`config.mk`:
```
export PLATFORM = sky130hd
export DESIGN_NAME = alu_share_arb
export DESIGN_NICKNAME = d
export VERILOG_FILES = /design/src/rtl/alu_share_arb.sv
export SDC_FILE = /design/constraint.sdc
export NUM_CORES = 1
export LEC_CHECK = 0
export BUFFER_PORTS_ARGS = -buffer_cell sky130_fd_sc_hd__buf_2
export CORE_UTILIZATION = 45
export CTS_BUF_LIST = sky130_fd_sc_hd__clkbuf_8
export DETAILED_ROUTE_END_ITERATION = 8
export PLACE_DENSITY = 0.82
export SYNTH_ARGS = -nofsm -noshare
export SYNTH_HDL_FRONTEND = slang
export SYNTH_SLANG_ARGS = --single-unit
```
`constraint.sdc`:
```
create_clock -name clk -period 2.1 [get_ports clk]
set_input_delay 0.21 -clock clk [delete_from_list [all_inputs] [get_ports clk]]
set_output_delay 0.21 -clock clk [all_outputs]
set_load 0.005 [all_outputs]
```
`src/rtl/alu_share_arb.sv`:
```
// Shares one ALU between the execute stage (requester 0) and the auxiliary unit (requester 1).
// Round-robin grant, operands registered toward the ALU, and the result is held until its owner accepts it.
module alu_share_arb #(
    parameter int DW  = 16,
    parameter int OPW = 5,
    parameter int FW  = 2
) (
    input  logic              clk,
    input  logic              rst_n,
    input  logic [1:0]        req_valid,
    output logic [1:0]        req_ready,
    input  logic [2*DW-1:0]   req_a,
    input  logic [2*DW-1:0]   req_b,
    input  logic [2*OPW-1:0]  req_op,
    input  logic [2*FW-1:0]   req_funct,
    input  logic              flush,
    output logic [DW-1:0]     alu_a,
    output logic [DW-1:0]     alu_b,
    output logic [OPW-1:0]    alu_op,
    output logic [FW-1:0]     alu_funct,
    input  logic [DW-1:0]     alu_out,
    input  logic              alu_ofl,
    output logic [1:0]        rsp_valid,
    input  logic [1:0]        rsp_ready,
    output logic [DW-1:0]     rsp_data,
    output logic              rsp_ofl
);

    typedef enum logic [1:0] {
        IDLE = 2'd0,
        EXEC = 2'd1,
        RESP = 2'd2
    } state_t;

    state_t           state_r;
    logic             owner_r;
    logic             last_grant_r;
    logic [DW-1:0]    alu_a_r;
    logic [DW-1:0]    alu_b_r;
    logic [OPW-1:0]   alu_op_r;
    logic [FW-1:0]    alu_funct_r;
    logic [1:0]       rsp_valid_r;
    logic [DW-1:0]    rsp_data_r;
    logic             rsp_ofl_r;

    logic [1:0]       valid_s;
    logic             kill_s;
    logic             owner_ack_s;
    logic             accept_win_s;
    logic             grant_any_s;
    logic             grant_idx_s;
    logic [DW-1:0]    sel_a_s;
    logic [DW-1:0]    sel_b_s;
    logic [OPW-1:0]   sel_op_s;
    logic [FW-1:0]    sel_funct_s;

    // Round-robin pick: a lone requester wins, a tie goes to whoever was not served last.
    function automatic logic pick_grant(input logic [1:0] v, input logic last);
        logic g;
        case (v)
            2'b01:   g = 1'b0;
            2'b10:   g = 1'b1;
            2'b11:   g = ~last;
            default: g = 1'b0;
        endcase
        return g;
    endfunction

    // flush only ever targets the execute-stage requester, so it masks bit 0 alone.
    assign valid_s     = req_valid & {1'b1, ~flush};
    assign kill_s      = flush & ~owner_r;
    assign owner_ack_s = rsp_ready[owner_r];

    assign sel_a_s     = grant_idx_s ? req_a[2*DW-1 -: DW]      : req_a[DW-1:0];
    assign sel_b_s     = grant_idx_s ? req_b[2*DW-1 -: DW]      : req_b[DW-1:0];
    assign sel_op_s    = grant_idx_s ? req_op[2*OPW-1 -: OPW]   : req_op[OPW-1:0];
    assign sel_funct_s = grant_idx_s ? req_funct[2*FW-1 -: FW]  : req_funct[FW-1:0];

    // Accept window and grant decode; a killed response never doubles as an accept slot.
    always_comb begin
        accept_win_s = 1'b0;
        case (state_r)
            IDLE:    accept_win_s = 1'b1;
            RESP:    accept_win_s = owner_ack_s & ~kill_s;
            default: accept_win_s = 1'b0;
        endcase
        grant_any_s = accept_win_s & (|valid_s);
        grant_idx_s = pick_grant(valid_s, last_grant_r);
        if (grant_any_s) begin
            req_ready = grant_idx_s ? 2'b10 : 2'b01;
        end else begin
            req_ready = 2'b00;
        end
    end

    // Arbiter FSM: issue on grant, capture ALU result after one cycle, hold until accepted.
    always_ff @(posedge clk or negedge rst_n) begin
        if (!rst_n) begin
            state_r      <= IDLE;
            owner_r      <= 1'b0;
            last_grant_r <= 1'b1;
            alu_a_r      <= {DW{1'b0}};
            alu_b_r      <= {DW{1'b0}};
            alu_op_r     <= {OPW{1'b0}};
            alu_funct_r  <= {FW{1'b0}};
            rsp_valid_r  <= 2'b00;
            rsp_data_r   <= {DW{1'b0}};
            rsp_ofl_r    <= 1'b0;
        end else begin
            if (grant_any_s) begin
                alu_a_r      <= sel_a_s;
                alu_b_r      <= sel_b_s;
                alu_op_r     <= sel_op_s;
                alu_funct_r  <= sel_funct_s;
                owner_r      <= grant_idx_s;
                last_grant_r <= grant_idx_s;
            end
            case (state_r)
                IDLE: begin
                    state_r <= grant_any_s ? EXEC : IDLE;
                end
                EXEC: begin
                    if (kill_s) begin
                        state_r <= IDLE;
                    end else begin
                        rsp_data_r  <= alu_out;
                        rsp_ofl_r   <= alu_ofl;
                        rsp_valid_r <= owner_r ? 2'b10 : 2'b01;
                        state_r     <= RESP;
                    end
                end
                RESP: begin
                    if (kill_s) begin
                        rsp_valid_r <= 2'b00;
                        state_r     <= IDLE;
                    end else if (owner_ack_s) begin
                        rsp_valid_r <= 2'b00;
                        state_r     <= grant_any_s ? EXEC : IDLE;
                    end else begin
                        state_r <= RESP;
                    end
                end
                default: begin
                    rsp_valid_r <= 2'b00;
                    state_r     <= IDLE;
                end
            endcase
        end
    end

    assign alu_a     = alu_a_r;
    assign alu_b     = alu_b_r;
    assign alu_op    = alu_op_r;
    assign alu_funct = alu_funct_r;
    assign rsp_valid = rsp_valid_r;
    assign rsp_data  = rsp_data_r;
    assign rsp_ofl   = rsp_ofl_r;

endmodule

```
==> results of run 1 <==
-- cell usage after synthesis, types with 2 or more instances --
cell / instances / area (sq um)
sky130_fd_sc_hd__and2_1: 39 / 244.0
sky130_fd_sc_hd__inv_1: 4 / 15.01
sky130_fd_sc_hd__a21oi_1: 2 / 10.01
sky130_fd_sc_hd__a32oi_1: 39 / 341.6
sky130_fd_sc_hd__nand2_1: 2 / 7.510
sky130_fd_sc_hd__o2bb2ai_1: 39 / 341.6
sky130_fd_sc_hd__o22ai_1: 3 / 18.77
sky130_fd_sc_hd__nor3b_1: 2 / 15.01
sky130_fd_sc_hd__mux2_4: 10 / 150.1
sky130_fd_sc_hd__mux2_2: 7 / 78.83
sky130_fd_sc_hd__dfrtp_1: 61 / 1526
sky130_fd_sc_hd__buf_6: 4 / 45.04
sky130_fd_sc_hd__nand2b_1: 2 / 12.51
sky130_fd_sc_hd__buf_2: 9 / 45.04
sky130_fd_sc_hd__nor2_1: 4 / 15.01
sky130_fd_sc_hd__clkbuf_1: 12 / 45.04
-- timing repair --
action | in CTS | in global routing
endpoints found under the hold margin | 16 | 0
hold buffers | 1 | 0
endpoints found under the setup margin | 0 | 0
-- cell type report --
cell class                      count  area share
Multi-Input combinational cell    166      0.3397
Inverter                            4    0.003582
Tap cell                           80     0.02388
Timing Repair Buffer              176      0.2227
Clock inverter                      7     0.01015
Sequential cell                    62      0.3704
Clock buffer                        9     0.02955
-- kinds of logic after synthesis --
logic type | after synthesis
AOI/OAI and AO/OA | 93
buffers and inverters | 32
DFF | 62
muxes | 17
and+or+nand+nor | 56
-- registers in the layout, summed over array words and instances, names as in the netlist --
| register | count |
|---|---|
| alu_funct | 2 |
| state_r | 2 |
| last_grant_r | 1 |
| rsp_valid | 2 |
| alu_op | 5 |
| owner_r | 1 |
| rsp_data | 16 |
| alu_a | 16 |
| rsp_ofl | 1 |
| alu_b | 16 |
-- worst paths after layout --
kind	start	end	slack (ns)	cells after the start
worst max register to register	state_r[0]	rsp_data[15]	0.48	4
min in group asynchronous	rst_n	rsp_data[12]	0.33	2
max in group asynchronous	rst_n	alu_b[9]	1.12	3
worst max-delay path	owner_r	req_ready[1]	0.27	4
worst min register to register	last_grant_r	last_grant_r	0.48	2
worst min-delay path	alu_out[4]	rsp_data[4]	0.11	2
-- stage by stage --
step	power, mW	area, sq um	utilization
floorplan	3.477	3141	-
global placement	4.354	4015	0.5943
detailed placement	4.422	4015	0.5943
CTS	5.337	4192	0.6204
global route	5.649	4192	0.6204
finish	5.284	4192	0.6204
-- critical path: cells and delay by family, from the launching register on --
kind / cells / cell delay (ns)
DFF: 1 / 0.45
buffers and inverters: 1 / 0.12
AOI/OAI and AO/OA: 1 / 0.15
and+or+nand+nor: 2 / 0.57
-- routing by layer --
layer / part of all wire / global-route usage
met2: 0.49 / 0.3942
met1: 0.43 / 0.3025
met5: 0 / 0
met4: 0.0083 / 0.07727
met3: 0.070 / 0.06160
-- cells in the final DEF (no fill, tap or decap), drive strengths merged, types with 2 or more instances in the layout --
cell type / Yosys / final
o22ai: 3 / 3
buf: 15 / 175
inv: 4 / 5
clkbuf: 13 / 9
a21oi: 2 / 2
clkinv: 0 / 4
nor2b: 2 / 2
nand2b: 2 / 2
and2: 39 / 39
a32oi: 39 / 39
nor3b: 3 / 3
dfrtp: 61 / 61
o21ai: 2 / 2
o2bb2ai: 39 / 39
mux2: 17 / 17
nand2: 2 / 2
nor2: 4 / 4
clkinvlp: 0 / 2
-- power groups by stage --
stage	logic, mW	registers [mW]	clock network, mW
final	2.26	2.14	0.888
after floorplan	1.32	2.16	0
after CTS	2.28	2.14	0.918
after global placement	2.22	2.14	0
after detailed placement	2.29	2.13	0
after global routing	2.46	2.21	0.983
==> key figures, run 1 <==
Routing
  • Iteration-0 DRC count of the detailed router: 67
  • DRT antenna net count: 0
  • Via total after detailed routing: 2,789
  • DR pass1 iterations: 6
  • Via-per-instance ratio: 5.534
  • Final routed wire length divided by cell count: 16.71 um
  • # DRC: 0
  • Wire length reported by the detailed router: 8423 um

Yosys
  • Fraction of the mapped netlist area in compound gates: 0.2622
  • Share of synthesized cell area in full adder, half adder and majority cells: 0
  • Sequential-to-total area share from yosys stat: 0.4944
  • Count of warnings emitted by yosys: 0
  • Post-Synthesis Cells: 260
  • Area share of and/or/nand/nor cells after synthesis: 0.1135
  • Post-synth ARST share: 1.000
  • Most used flip-flop cell after synthesis: sky130_fd_sc_hd__dfrtp_1
  • Syn_area_per_cell: 12.08 sq um
  • Multiplexer fraction of the synthesized cell area: 0.07291
  • Cell area after synthesis: 3141 sq um
  • Post-synth EDFFs: 0
  • Combinational family with the most area after synthesis: compound AO/OA/AOI/OAI gates
  • Total of flip-flops plus latches after synthesis: 62
  • Post-Synth XOR/XNOR Area: 0
  • Syn nets: 362
  • Distinct cell type count after synthesis: 37

Final layout
  • # fillers: 576
  • Final Non-Filler Cells: 504
  • Area growth syn-to-layout: 33.47%
  • Fraction of layout cells with a size suffix above 1: 0.5118
  • Diodes inserted: 0
  • Post-layout net count: 521
  • Sequential cell area in the final layout: 1553 sq um
  • Multi-input logic area: 1424 sq um

Global routing
  • First-pass GRT wire length: 13,170 um
  • Number of global-route vias before repair: 2,731
  • Initial antenna violation count: 0
  • Maximum number of pins on one net before global-route repair: 42
  • Global route total overflow: 0
  • GRT Resource Usage Total: 0.2366

Clocking
  • Num CTS Buffers: 9
  • Number of post-CTS setup repair buffers: 0
  • CTS tree: yes
  • Buffer levels on the longest clock path: 2
  • Clock-pin transition on the worst setup and hold timing paths: 0.07 ns
  • Cell at the root of the clock tree: sky130_fd_sc_hd__clkbuf_8
  • Number of sinks driven by the clock tree: 62
  • Worst-Skew Late Latency: 0.33 ns
  • Max H-tree Level: 3
  • Post-cts sizing count: 0

Worst setup path
  • Critical path's largest stage delay: 0.45 ns
  • Required @ worst endpoint: 1.89 ns
  • Data arrival time of the critical path: 1.62 ns
  • Maximum net fanout on the critical path: 7
  • Cells traversed along the worst timing path: nor3b_2 > o21ai_4 > nor2_1 > buf_2
  • Slowest cell on the critical path: sky130_fd_sc_hd__dfrtp_1
  • Launching element type of the critical path: flip-flop
  • Worst Setup End Kind: output port
  • Type of the worst setup path: flip-flop to output port

Die
  • Count of boundary I/O pins: 162
  • Area of the die: 7317 sq um
  • Std-Cell Core Area: 6756 sq um
  • Chip Width: 85.54 um
  • Overall die height: 85.54 um
  • Number of rows created at floorplan: 30
  • Initial Util: 0.4648

Timing
  • Slew @ Worst Pin: 0.4728 ns
  • Total negative setup slack: 0 ns
  • Hold slack final: 0.1052 ns
  • Final period utilization: 0.8712
  • Worst clock skew on the final layout: 0.004170 ns
  • Fin. Hold Viols: 0
  • Relative slew margins: 0.6848
  • Worst Setup Slack, final: 0.2705 ns
  • Unrepaired setup endpoints after global routing: false
  • Minimum clock period: 1.830 ns
  • Number of setup violations in the final report: 0
  • Achievable clock frequency: 0.5466 GHz
  • Max-slew violation total from the final report: 0

Place
  • Detailed placer's ending HPWL: 5934 um
  • Placer congestion estimate: 0.8361
  • Count of input and output buffers: 161
  • Cells after DPL: 487
  • Place WS: 0.4931 ns

Power
  • Clock network fraction of design power: 0.168
  • Leakage power of the design: 2.015 nW
  • Gate power share: 0.427
  • Int Power: 3.394 mW
  • Power spent charging and discharging nets: 1.890 mW
  • Worst IR drop on VDD: 0.7582 mV
  • Switching portion of total power: 0.3577
  • Sequential cell fraction of total power: 0.405
  • Areal power density over the cells: 1261 nW/um^2

Hold path
  • Type of the worst min-delay path: input pin to flip-flop

Outcome
  • Status: finished clean

Flow run
  • Number of maximum-capacitance violations: 0
(Power assumes the default switching activity.)
==> run 2: changes to the inputs <==
Settings changed: MAX_ROUTING_LAYER set to met4.
==> run 2 against run 1 <==
Effect of this change:
- final area did not move
- first-iteration DRC count increased by 9.0%
- critical path depth unchanged
==> key figures, run 2 (same netlist as run 1, synthesis figures left out) <==
Clocking
  • Number of post-CTS setup repair buffers: 0 (unchanged)
  • Worst-Skew Late Latency: 0.33 ns (about the same)
  • Cell at the root of the clock tree: sky130_fd_sc_hd__clkbuf_8
  • Clock-pin transition on the worst setup and hold timing paths: 0.07 ns (about the same)
  • CTS tree: yes
  • Num CTS Buffers: 9 (unchanged)
  • Number of sinks driven by the clock tree: 62 (unchanged)
  • Buffer levels on the longest clock path: 2 (unchanged)
  • Max H-tree Level: 3 (unchanged)

Place
  • Placer congestion estimate: 0.8490 (+1.5%)
  • Detailed placer's ending HPWL: 5934 um (unchanged)
  • Count of input and output buffers: 161 (unchanged)

Flow run
  • Number of maximum-capacitance violations: 0 (unchanged)

Routing
  • Wire length reported by the detailed router: 8420 um (about the same)
  • Via total after detailed routing: 2,814 (+0.90%)
  • Iteration-0 DRC count of the detailed router: 73 (+9.0%)
  • # DRC: 0 (unchanged)
  • DR pass1 iterations: 4 (-2)
  • Final routed wire length divided by cell count: 16.71 um (about the same)
  • Via-per-instance ratio: 5.583 (+0.90%)
  • DRT antenna net count: 0 (unchanged)

Global routing
  • GRT Resource Usage Total: 0.2437 (+0.007055)
  • Number of global-route vias before repair: 2,742 (+0.40%)
  • First-pass GRT wire length: 13,130 um (-0.27%)
  • Global route total overflow: 0 (unchanged)
  • Maximum number of pins on one net before global-route repair: 42 (unchanged)
  • Initial antenna violation count: 0 (unchanged)

Worst setup path
  • Cell type group with the largest total delay on the critical path: simple AND/OR/NAND/NOR gates
  • Maximum net fanout on the critical path: 7 (unchanged)
  • Data arrival time of the critical path: 1.62 ns (about the same)
  • Required @ worst endpoint: 1.89 ns (about the same)
  • Cells traversed along the worst timing path: nor3b_2 > o21ai_4 > nor2_1 > buf_2
  • Worst Setup End Kind: output port
  • Critical path's largest stage delay: 0.45 ns (about the same)
  • Slowest cell on the critical path: sky130_fd_sc_hd__dfrtp_1
  • Type of the worst setup path: flip-flop to output port
  • Launching element type of the critical path: flip-flop
  • Combined buffer and inverter count along the critical path: 1 (unchanged)

Power
  • Areal power density over the cells: 1261 nW/um^2 (about the same)
  • Switching portion of total power: 0.3580 (about the same)
  • Worst IR drop on VDD: 0.7572 mV (-0.13%)
  • Clock network fraction of design power: 0.168 (about the same)
  • Int Power: 3.394 mW (about the same)
  • Gate power share: 0.427 (about the same)
  • Sequential cell fraction of total power: 0.405 (about the same)
  • Pwr Total: 5.286 mW (about the same)
  • Leakage power of the design: 2.015 nW (unchanged)
  • Power spent charging and discharging nets: 1.892 mW (+0.11%)

Timing
  • Relative slew margins: 0.6872 (+0.002457)
  • Slew @ Worst Pin: 0.4692 ns (-0.003685 ns)
  • Max-slew violation total from the final report: 0 (unchanged)
  • Hold slack final: 0.1062 ns (+0.0009760 ns)
  • Final period utilization: 0.8736 (+0.002366)
  • Unrepaired setup endpoints after global routing: false
  • Fin. Hold Viols: 0 (unchanged)
  • Achievable clock frequency: 0.5451 GHz (-0.27%)
  • Minimum clock period: 1.834 ns (+0.004968 ns)
  • Number of setup violations in the final report: 0 (unchanged)
  • Total negative setup slack: 0 ns (unchanged)
  • Worst clock skew on the final layout: 0.006062 ns (+0.001892 ns)

Final layout
  • Post-layout net count: 521 (unchanged)
  • Area growth syn-to-layout: 33.47% (unchanged)
  • Diodes inserted: 0 (unchanged)
  • Commonest cells after routing, fill and taps aside: sky130_fd_sc_hd__buf_2, sky130_fd_sc_hd__dfrtp_1, sky130_fd_sc_hd__and2_1, sky130_fd_sc_hd__a32oi_1, sky130_fd_sc_hd__o2bb2ai_1
  • Fraction of layout cells with a size suffix above 1: 0.5118 (unchanged)
  • Fraction of the core area covered by cells at the end of the flow: 0.6204 (unchanged)
  • Most frequent standard cell in the layout excluding fill and tap cells: sky130_fd_sc_hd__buf_2

Die
  • Std-Cell Core Area: 6756 sq um (unchanged)
  • Number of rows created at floorplan: 30 (unchanged)
  • Overall die height: 85.54 um (unchanged)
  • Initial Util: 0.4648 (unchanged)
  • Area of the die: 7317 sq um (unchanged)
  • Count of boundary I/O pins: 162 (unchanged)
  • Chip Width: 85.54 um (unchanged)

Outcome
  • Status: finished clean

Hold path
  • Type of the worst min-delay path: input pin to flip-flop
-- run 2: worst paths after layout --
check / from / depth (start not counted) / slack [ns] / to
setup / recovery: owner_r / 4 / 0.27 / req_ready[1]
hold / removal: alu_out[11] / 2 / 0.11 / rsp_data[11]
setup reg to reg: state_r[0] / 4 / 0.48 / rsp_data[15]
hold reg to reg: last_grant_r / 2 / 0.48 / last_grant_r
max in group asynchronous: rst_n / 3 / 1.12 / alu_b[8]
min in group asynchronous: rst_n / 2 / 0.33 / rsp_data[12]
-- run 2: layout make-up --
cell class | count | area [sq um]
sequential | 62 | 1553
inverter | 4 | 15.01
multi-input combinational | 166 | 1424
tap | 80 | 100.1
clock inverter | 7 | 42.54
fill | 576 | 2565
timing repair buffer | 176 | 933.4
clock buffer | 9 | 123.9
-- run 2: repair_timing --
action                    4_1_cts  5_1_grt
resized for setup               0        0
hold buffers                    1        0
hold endpoints to repair       16        0
-- run 2: metrics by stage --
stage / instance area [sq um] / cells / worst slack [ns]
after floorplan: 3141 / 260 / 0.6092
after global placement: 4015 / 487 / 0.5463
after detailed placement: 4015 / 487 / 0.4931
after CTS: 4192 / 504 / 0.2255
after global routing: 4192 / 504 / 0.1305
final: 4192 / 504 / 0.2655
-- run 2: worst reg2reg max path, delay by kind of cell, from the launching register on --
kind	cells	cell delay [ns]
buffers and inverters	1	0.29
flip-flops	1	0.44
AND/OR/NAND/NOR	1	0.21
AO/OA/AOI/OAI	1	0.17
multiplexers	1	0.39
-- run 2: power by group through the flow --
stage | sequential (mW) | clock (mW) | combinational, mW
2_1_floorplan | 2.16 | 0 | 1.32
3_3_place_gp | 2.14 | 0 | 2.22
3_5_place_dp | 2.13 | 0 | 2.29
4_1_cts | 2.14 | 0.918 | 2.28
5_1_grt | 2.21 | 0.985 | 2.46
6_report | 2.14 | 0.888 | 2.26
-- run 2: metal layers --
metal / track usage / wire length (um) / vias to the layer above
met3: 0.05101 / 551 / 11
met4: 0.07727 / 91 / 0
li1: - / - / 1325
met2: 0.3949 / 4084 / 135
met1: 0.3082 / 3692 / 1343
met5: - / 0 / -
